===== src/rtl/flash_read_arbiter.sv =====
// flash_read_arbiter: round-robin arbiter sharing one flash Avalon-MM read port
// between two requesters, one read in flight, with a lost-readdatavalid timeout.
module flash_read_arbiter #(
   parameter int ADDR_W = 23,
   parameter int DATA_W = 32,
   parameter int TIMEOUT = 1024
) (
   input  logic              clk,
   input  logic              reset,
   input  logic              rq0_read,
   input  logic [ADDR_W-1:0] rq0_address,
   output logic              rq0_waitrequest,
   output logic [DATA_W-1:0] rq0_readdata,
   output logic              rq0_readdatavalid,
   input  logic              rq1_read,
   input  logic [ADDR_W-1:0] rq1_address,
   output logic              rq1_waitrequest,
   output logic [DATA_W-1:0] rq1_readdata,
   output logic              rq1_readdatavalid,
   output logic              flash_mem_read,
   output logic [ADDR_W-1:0] flash_mem_address,
   output logic [3:0]        flash_mem_byteenable,
   input  logic              flash_mem_waitrequest,
   input  logic [DATA_W-1:0] flash_mem_readdata,
   input  logic              flash_mem_readdatavalid,
   output logic              busy,
   output logic              timeout_err
);
   localparam logic [1:0] IDLE = 2'd0, ISSUE = 2'd1, WAIT_DATA = 2'd2;
   localparam int CNT_W = $clog2(TIMEOUT);
   logic [1:0]        state;
   logic [CNT_W-1:0]  cnt;
   logic              last_grant, owner, gnt0, gnt1, done;
   logic [DATA_W-1:0] ret_data;
   // a grant is only ever raised for a requester that is actually asking
   assign gnt0 = state == IDLE && rq0_read && (!rq1_read || last_grant);
   assign gnt1 = state == IDLE && rq1_read && (!rq0_read || !last_grant);
   assign rq0_waitrequest = ~gnt0;
   assign rq1_waitrequest = ~gnt1;
   assign done = state == WAIT_DATA && (flash_mem_readdatavalid || cnt == CNT_W'(TIMEOUT - 1));
   assign ret_data = flash_mem_readdatavalid ? flash_mem_readdata : '0;
   assign busy = state != IDLE;
   assign flash_mem_byteenable = 4'b1111;
   always_ff @(posedge clk) begin
      if (reset) begin
         state             <= IDLE;
         cnt               <= '0;
         last_grant        <= 1'b1;
         owner             <= 1'b0;
         flash_mem_read    <= 1'b0;
         flash_mem_address <= '0;
         rq0_readdata      <= '0;
         rq1_readdata      <= '0;
         rq0_readdatavalid <= 1'b0;
         rq1_readdatavalid <= 1'b0;
         timeout_err       <= 1'b0;
      end else begin
         rq0_readdatavalid <= done && !owner;
         rq1_readdatavalid <= done && owner;
         if (done && !owner) rq0_readdata <= ret_data;
         if (done && owner) rq1_readdata <= ret_data;
         if (done && !flash_mem_readdatavalid) timeout_err <= 1'b1;
         if (gnt0 || gnt1) begin
            flash_mem_address <= gnt1 ? rq1_address : rq0_address;
            owner             <= gnt1;
            last_grant        <= gnt1;
            flash_mem_read    <= 1'b1;
            state             <= ISSUE;
         end else if (state == ISSUE && !flash_mem_waitrequest) begin
            flash_mem_read <= 1'b0;
            cnt            <= '0;
            state          <= WAIT_DATA;
         end else if (done || state == 2'd3) begin
            state <= IDLE;
         end else if (state == WAIT_DATA) begin
            cnt <= cnt + CNT_W'(1);
         end
      end
   end
endmodule

===== config.mk =====
export PLATFORM = sky130hd
export DESIGN_NAME = flash_read_arbiter
export DESIGN_NICKNAME = d
export VERILOG_FILES = /design/src/rtl/flash_read_arbiter.sv
export SDC_FILE = /design/constraint.sdc
export NUM_CORES = 1
export LEC_CHECK = 0
export ABC_AREA = 1
export BUFFER_PORTS_ARGS = -buffer_cell sky130_fd_sc_hd__buf_2
export CELL_PAD_IN_SITES_DETAIL_PLACEMENT = 1
export CELL_PAD_IN_SITES_GLOBAL_PLACEMENT = 2
export CORE_MARGIN = 2
export CORE_UTILIZATION = 27
export CTS_CLUSTER_SIZE = 30
export DETAILED_ROUTE_END_ITERATION = 16
export PLACE_DENSITY = 0.93
export SLEW_MARGIN = 20
export SYNTH_ARGS = -nofsm -noshare
export SYNTH_HDL_FRONTEND = slang
export SYNTH_SLANG_ARGS = --single-unit
export TNS_END_PERCENT = 30

===== constraint.sdc =====
create_clock -name clk -period 5 [get_ports clk]
set_clock_uncertainty 0.15 [all_clocks]
set_input_delay 0.75 -clock clk [delete_from_list [all_inputs] [get_ports clk]]
set_output_delay 0.75 -clock clk [all_outputs]
set_load 0.02 [all_outputs]

Word level (Yosys, flattened, before mapping)
Index checks and enable logic that the tools add are counted.
W data, S select, Z words.
- bits of input ports: 84
- logic and storage cells: 59
- output and inout port bits: 98
- register bits after elaboration: 105
- reduce and logical (&&, ||, !) cells: 28
- eq/ne operators: 5
- bitwise operators: 3
- $add $sub $neg: 1
- multiplexer cells: 10
- operators with widths (cell ; count):
    $mux W32 ; 1
    $mux W10 ; 3
    $mux W23 ; 1
    $add A10 B1 Y10 const B ; 1
    $eq A10 B10 Y1 const B ; 1
    $logic_and A1 B1 Y1 ; 9
    $reduce_bool A2 Y1 ; 4
    $logic_not A1 Y1 ; 6
    $logic_or A1 B1 Y1 ; 5
    $eq A2 B2 Y1 const B ; 2
    $mux W2 ; 2
    $mux W1 ; 3
    $not A1 Y1 ; 3
    $reduce_and A3 Y1 ; 1
    $reduce_bool A3 Y1 ; 1
    $eq A2 B1 Y1 const B ; 1
    $logic_not A2 Y1 ; 1
    $ne A2 B2 Y1 const B ; 1
    $reduce_or A2 Y1 ; 1

Longest topological paths before layout
Gate-level depths: netlist of the first run.
- depth after elaboration: 7
- gate-level depth with buffers: 11

Worst setup path after synthesis of the first run
OpenSTA, ideal clock, no wires.
- path type: in2out
- from: in rq0_read
- to: out rq1_waitrequest
- stages on the path: 3
- setup slack: 2760 ps
- buffers on the path: 1
- data arrival time: 1340 ps
- cell sequence: nand2_1 nand3_1 clkbuf_1
- longest elaborated chain between the ends: 4
- ends and longest elaborated chain (what ; RTL line ; source):
    from (decl) ; 10 ; input logic rq0_read,
    $logic_not A1 Y1 ; 37 ; assign gnt1 = state == IDLE && rq1_read && (!rq0_read || !last_grant);
    $logic_or A1 B1 Y1 ; 37 ;
    $logic_and A1 B1 Y1 ; 37 ;
    $not A1 Y1 ; 39 ; assign rq1_waitrequest = ~gnt1;
    to (decl) ; 17 ; output logic rq1_waitrequest,
Every way passes these cells.

Worst setup path in the final report of the first run
- from: reg state[0]
- to: out rq0_waitrequest
- longest elaborated chain between the ends: 4
- ends and longest elaborated chain (what ; RTL line ; source):
    from (decl) ; 31 ; logic [1:0] state;
    from (signal assigned) ; 46 ; state <= IDLE;
    from (signal assigned) ; 68 ; state <= ISSUE;
    from (signal assigned) ; 72 ; state <= WAIT_DATA;
    $logic_not A2 Y1 ; 36 ; assign gnt0 = state == IDLE && rq0_read && (!rq1_read || last_grant);
    $logic_and A1 B1 Y1 (2 in series) ; 36 ;
    $not A1 Y1 ; 38 ; assign rq0_waitrequest = ~gnt0;
    to (decl) ; 12 ; output logic rq0_waitrequest,
Every way passes these cells.

==> results of run 1 <==
==> registers in the layout, summed over array words and instances, names as in the netlist <==
| register | flops |
|---|---|
| flash_mem_address | 23 |
| last_grant | 1 |
| rq0_readdata | 32 |
| rq0_readdatavalid | 1 |
| timeout_err | 1 |
| cnt | 10 |
| rq1_readdata | 32 |
| flash_mem_read | 1 |
| rq1_readdatavalid | 1 |
| state | 2 |
| owner | 1 |
==> per-layer routing <==
layer	part of all wire	vias to the layer above	track usage	wire [um]
li1	-	2464	-	-
met1	0.45	2207	0.1928	6642
met2	0.49	79	0.2645	7116
met3	0.040	17	0.03569	587
met4	0.019	0	0.06816	279
met5	0	-	0	0
==> cell type report <==
class	instances	area share
well taps	225	0.04649
repair buffers	182	0.1525
multi-input cells	434	0.3267
inverters	127	0.07872
clock buffers	14	0.04690
clock inverters	2	0.001653
flip-flops and latches	105	0.3471
==> kinds of logic after synthesis <==
group / count (synthesis) / synth area share
adder cells (fa/ha/maj): 1 / 0.002610
buffers and inverters: 174 / 0.1511
AO/OA/AOI/OAI: 148 / 0.1678
AND/OR/NAND/NOR: 281 / 0.2391
other: 1 / 0.0007823
flip-flops: 105 / 0.4385
==> through the flow <==
stage,setup WS (ns),instances
after floorplan,2.760,713
after global placement,2.092,1073
after detailed placement,2.013,1073
after CTS,2.061,1089
after global routing,1.873,1089
final,2.079,1089
==> critical path, delay by kind of cell, from the launching register on <==
family	cells	cell delay (ns)
flip-flops	1	0.34
buffers and inverters	1	0.41
AND/OR/NAND/NOR	2	0.92
==> cells in the mapped netlist (all sizes together) <==
master  instances
nand2         168
inv           126
dfxtp         105
nor2           87
a21oi          73
o21ai          49
clkbuf         30
o211ai         24
nand3          19
buf            17
nand4           3
nand3b          2
a31oi           1
clkinv          1
conb            1
ha              1
nor3            1
nor3b           1
o21bai          1
==> power groups by stage <==
stage          Combinational (W)  Clock [W]  Sequential (W)
2_1_floorplan           0.000151          0        0.000985
3_3_place_gp            0.000320          0        0.000933
3_5_place_dp            0.000325          0        0.000935
4_1_cts                 0.000327   0.000734        0.000916
5_1_grt                 0.000359   0.000769        0.000922
6_report                0.000321   0.000704        0.000916
==> how the worst max path moves through the flow <==
stage                           from                            endpoint  slack (ns)  cells after the start
2_1_floorplan               rq0_read                     rq1_waitrequest        2.76                      3
6_report       state[0]$_SDFFE_PP0P_                     rq0_waitrequest        2.08                      3
5_1_grt          cnt[1]$_SDFFE_PP0P_        rq0_readdata[9]$_SDFFE_PP0P_        1.87                     10
4_1_cts        state[0]$_SDFFE_PP0P_                     rq0_waitrequest        2.06                      3
3_3_place_gp                rq1_read  flash_mem_address[21]$_SDFFE_PP0P_        2.09                      5
3_5_place_dp                rq1_read   flash_mem_address[0]$_SDFFE_PP0P_        2.01                      5
==> flow_summary.ini, run 1 <==
[final_layout]
areaGrowthSynthToFinish_pct = 26.34
fin_nets = 944
final_area_sq_um = 6056
antenna_cells = 0
post-route-util = 0.3489
final-seq-area_sq_um = 2102
drive_above_1_share = 0.2384
multiInputGateArea_sq_um = 1978
final_common_cell = buf_2
n_fill_cell = 2248
final_cell_mix = 177 x buf_2, 166 x nand2_1, 126 x inv_1, 105 x dfxtp_1, 85 x nor2_1

[die]
num_io_pins = 182
dieArea_sq_um = 18830
core_area_sq_um = 17360
die-height_um = 137.2
initial_core_util = 0.2762
dieWidth_um = 137.2
rows = 48

[worst_setup_path]
r2r_slack_ns = 2.18
start_kind = register
cp_slowest_cell = nand3_1
arrival_ns = 2.02
end_kind = primary output
worstReg2RegEnd = rq0_readdata[2]$_SDFFE_PP0P_
path_cells = nor2_1 -> nand3_1 -> buf_2
ff2ff_path_depth = 10
worst-setup-path-type = reg -> out
critPathMaxStageDelay_ns = 0.68
r2r-start = cnt[1]$_SDFFE_PP0P_
critPathRequiredTime_ns = 4.10
worst-path-max-fanout = 27

[yosys]
ys_seq_area_frac = 0.4385
synth_cell_types = 25
synth_top_area_cell = dfxtp_1
yosys-top-cells-area = dfxtp_1 44%, nand2_1 13%, inv_1 9.9%, a21oi_1 7.6%, nor2_1 6.7%
yosysWarnings = 0
synth_area_sq_um = 4793
postSynthCellCount = 710
ys_ff_latch = 105
syn_area_per_cell_sq_um = 6.751
synth_top_area_frac = 0.4385

[worst_hold_path]
hold_depth = 2
worstHoldPathType = reg -> reg
hp-start = flash_mem_address[7]$_SDFFE_PP0P_
min_to = flash_mem_address[7]$_SDFFE_PP0P_

[cts]
cts_resized = 0
postCtsHoldBufs = 0
post_cts_buffers = 0
clock-root-buffer = clkbuf_16
cts_tree = built
htreeDepth = 3
clkSinkCount = 105
cts_made_buffers = 9
clockBufferDepth = 2
cts.clk_slew.worst_paths_ns = 0.07
clock_latency_ns = 0.35

[power]
combPwrFrac = 0.166
cellPowerDensity_nw_per_um2 = 320.5
totalPowerFinal_w = 0.001941
pwr-share-seq = 0.472
p_leak_nw = 3.228
ir_drop_uv = 155.6
p_switching_w = 0.0005573
clockPowerShare = 0.363
swShare = 0.2872
internal-power_w = 0.001383

[sta]
clock.fmax_mhz = 342.4
slew_violations = 0
relSlewSlack = 0.3188
tightestPinTransition_ns = 1.021
rsz0062_at_grt = false
hold_viol = 0
min_period_ns = 2.921
final.period_utilization = 0.5841
worst_hold_slack_ns = 0.3194
tns_ns = 0
setup_viol = 0

[global_route]
grt_overflow = 0
grt_max_degree = 65
grt_use_total = 0.1574
grt_pass1_vias = 4567
antenna_found_initial = 0
grt_first_pass_wirelength_um = 23150

[placed_design]
hpwlAfterDp_um = 10300
dpl_cell_area_sq_um = 5762
gp_congestion = 0.8095
portBuffers = 177

[status]
status = completed

[flow_run]
drv_cap = 0

[drt]
vias_per_cell = 4.377
ant_nets = 0
drcViolationCount = 0
wirelength_um = 14630
dr_total_vias = 4767
drtIter0Drc = 155
wl_per_cell_um = 13.43
drt_first_pass_iters = 4
No activity file was read; power rests on OpenSTA's default activity.
==> run 2: changes to the inputs <==
--- a/config.mk
+++ b/config.mk
@@ -10,10 +10,10 @@
 export CELL_PAD_IN_SITES_DETAIL_PLACEMENT = 1
 export CELL_PAD_IN_SITES_GLOBAL_PLACEMENT = 2
 export CORE_MARGIN = 2
-export CORE_UTILIZATION = 27
+export CORE_UTILIZATION = 25
 export CTS_CLUSTER_SIZE = 30
 export DETAILED_ROUTE_END_ITERATION = 16
-export PLACE_DENSITY = 0.93
+export PLACE_DENSITY = 0.88
 export SLEW_MARGIN = 20
 export SYNTH_ARGS = -nofsm -noshare
 export SYNTH_HDL_FRONTEND = slang
==> constraint.sdc (replaced) <==
create_clock -name clk -period 2.82 [get_ports clk]
set_clock_uncertainty 0.15 [all_clocks]
set_input_delay 0.423 -clock clk [delete_from_list [all_inputs] [get_ports clk]]
set_output_delay 0.423 -clock clk [all_outputs]
set_load 0.02 [all_outputs]
==> flow_summary.ini, run 2 (synthesis gave the netlist of run 1 again) <==
[status]
status = completed

[placed_design]
dp.cells = 1087
hpwlAfterDp_um = 9962
gp_congestion = 0.7708
dp_slack_ns = 0.6889
portBuffers = 177

[sta]
relSlewSlack = 0.5302
tightestPinTransition_ns = 0.7047
min_period_ns = 2.422
final.period_utilization = 0.8589
clock.fmax_mhz = 412.9
worst_hold_slack_ns = 0.1726
slew_violations = 0
hold_viol = 0
setup_viol = 0
final.setup.worst_slack_ns = 0.3979
rsz0062_at_grt = false
tns_ns = 0

[power]
p_leak_nw = 3.247
ir_drop_uv = 277.4
cellPowerDensity_nw_per_um2 = 570.4

[global_route]
grt_first_pass_wirelength_um = 24030
grt_use_total = 0.1474
grt_max_degree = 97
grt_pass1_vias = 4836
antenna_found_initial = 0
grt_overflow = 0

[cts]
clock-root-buffer = clkbuf_16
htreeDepth = 3
post_cts_buffers = 0
clkSinkCount = 105
postCtsHoldBufs = 0
cts_made_buffers = 9
cts_resized = 0
cts_tree = built
clockBufferDepth = 2
cts.clk_slew.worst_paths_ns = 0.07
clock_latency_ns = 0.35

[worst_setup_path]
start_kind = register
critPathMaxStageDelay_ns = 0.44
path_cells = nor2_1 -> nand3_1 -> buf_4 -> buf_2
worst-path-max-fanout = 15
crit_family = simple AND/OR/NAND/NOR gates
path_buf_inv = 2
critPathRequiredTime_ns = 2.25
end_kind = primary output
cp_slowest_cell = nand3_1
ff2ff_path_depth = 9
arrival_ns = 1.85
worst-path-stages = 4
worst-setup-path-type = reg -> out

[final_layout]
final-seq-area_sq_um = 2102
fin_cells = 1103
post-route-util = 0.3261
reg_top3 = rq0_readdata x32, rq1_readdata x32, flash_mem_address x23
drive_above_1_share = 0.2428
areaGrowthSynthToFinish_pct = 27.70
fin_nets = 949
final_cell_mix = 177 x buf_2, 166 x nand2_1, 126 x inv_1, 105 x dfxtp_1, 85 x nor2_1
antenna_cells = 0
n_fill_cell = 2444
multiInputGateArea_sq_um = 1978
final_common_cell = buf_2

[drt]
ant_nets = 0
drt_first_pass_iters = 4
wl_per_cell_um = 13.02
wirelength_um = 14360
dr_total_vias = 4793
drcViolationCount = 0
drtIter0Drc = 158
vias_per_cell = 4.345

[die]
dieWidth_um = 142.5
rows = 50
num_io_pins = 182
die-height_um = 142.5
core_area_sq_um = 18770
dieArea_sq_um = 20300
initial_core_util = 0.2554

[worst_hold_path]
hold_depth = 3
worstHoldPathType = in -> reg

[flow_run]
drv_cap = 0
==> run 2: path summary, 6_finish.rpt <==
check                                                   startpoint                                  to  slack (ns)
worst min register to register  flash_mem_address[13]$_SDFFE_PP0P_  flash_mem_address[13]$_SDFFE_PP0P_        0.32
worst min-delay path                        flash_mem_readdata[24]       rq1_readdata[24]$_SDFFE_PP0P_        0.17
worst max register to register                 cnt[1]$_SDFFE_PP0P_       rq1_readdata[31]$_SDFFE_PP0P_        0.69
worst max-delay path                         state[0]$_SDFFE_PP0P_                     rq1_waitrequest        0.40
==> run 2: worst register-to-register path, stage by stage (launching register included) <==
cell and delay, ns:
dfxtp_1 0.39, ha_1 0.22, nand2_2 0.11, nor2_4 0.14
nand3_4 0.10, nand2_2 0.10, nand3_2 0.13, buf_4 0.34
a21oi_1 0.29, nor2_1 0.06
==> run 2: area by class of cell <==
type | instances | share of cell area
multi-input cells | 434 | 0.3232
repair buffers | 187 | 0.1590
clock inverters | 5 | 0.008994
clock buffers | 11 | 0.03966
flip-flops and latches | 105 | 0.3434
inverters | 127 | 0.07788
well taps | 234 | 0.04783
==> run 2: through the flow <==
step                instance area, sq um  power (W)
detailed placement                  5823   0.002244
floorplan                           4805   0.002014
CTS                                 6121   0.003569
global placement                    5823   0.002236
finish                              6121   0.003491
global route                        6121   0.003693
==> run 2: per-layer routing <==
| metal | vias up | share of wire | GRT usage | wire, um |
|---|---|---|---|---|
| met5 | - | 0 | 0 | 0 |
| met2 | 88 | 0.46 | 0.2419 | 6595 |
| met3 | 31 | 0.050 | 0.03499 | 715 |
| met4 | 0 | 0.037 | 0.07556 | 525 |
| li1 | 2483 | - | - | - |
| met1 | 2191 | 0.45 | 0.1798 | 6523 |
==> run 2: where the power goes <==
| group | internal, W | switching, W | leakage [nW] |
|---|---|---|---|
| logic | 0.000196 | 0.000385 | 2.25 |
| clock network | 0.000711 | 0.000579 | 0.142 |
| registers | 0.00157 | 0.0000477 | 0.854 |
| total | 0.00248 | 0.00101 | 3.25 |
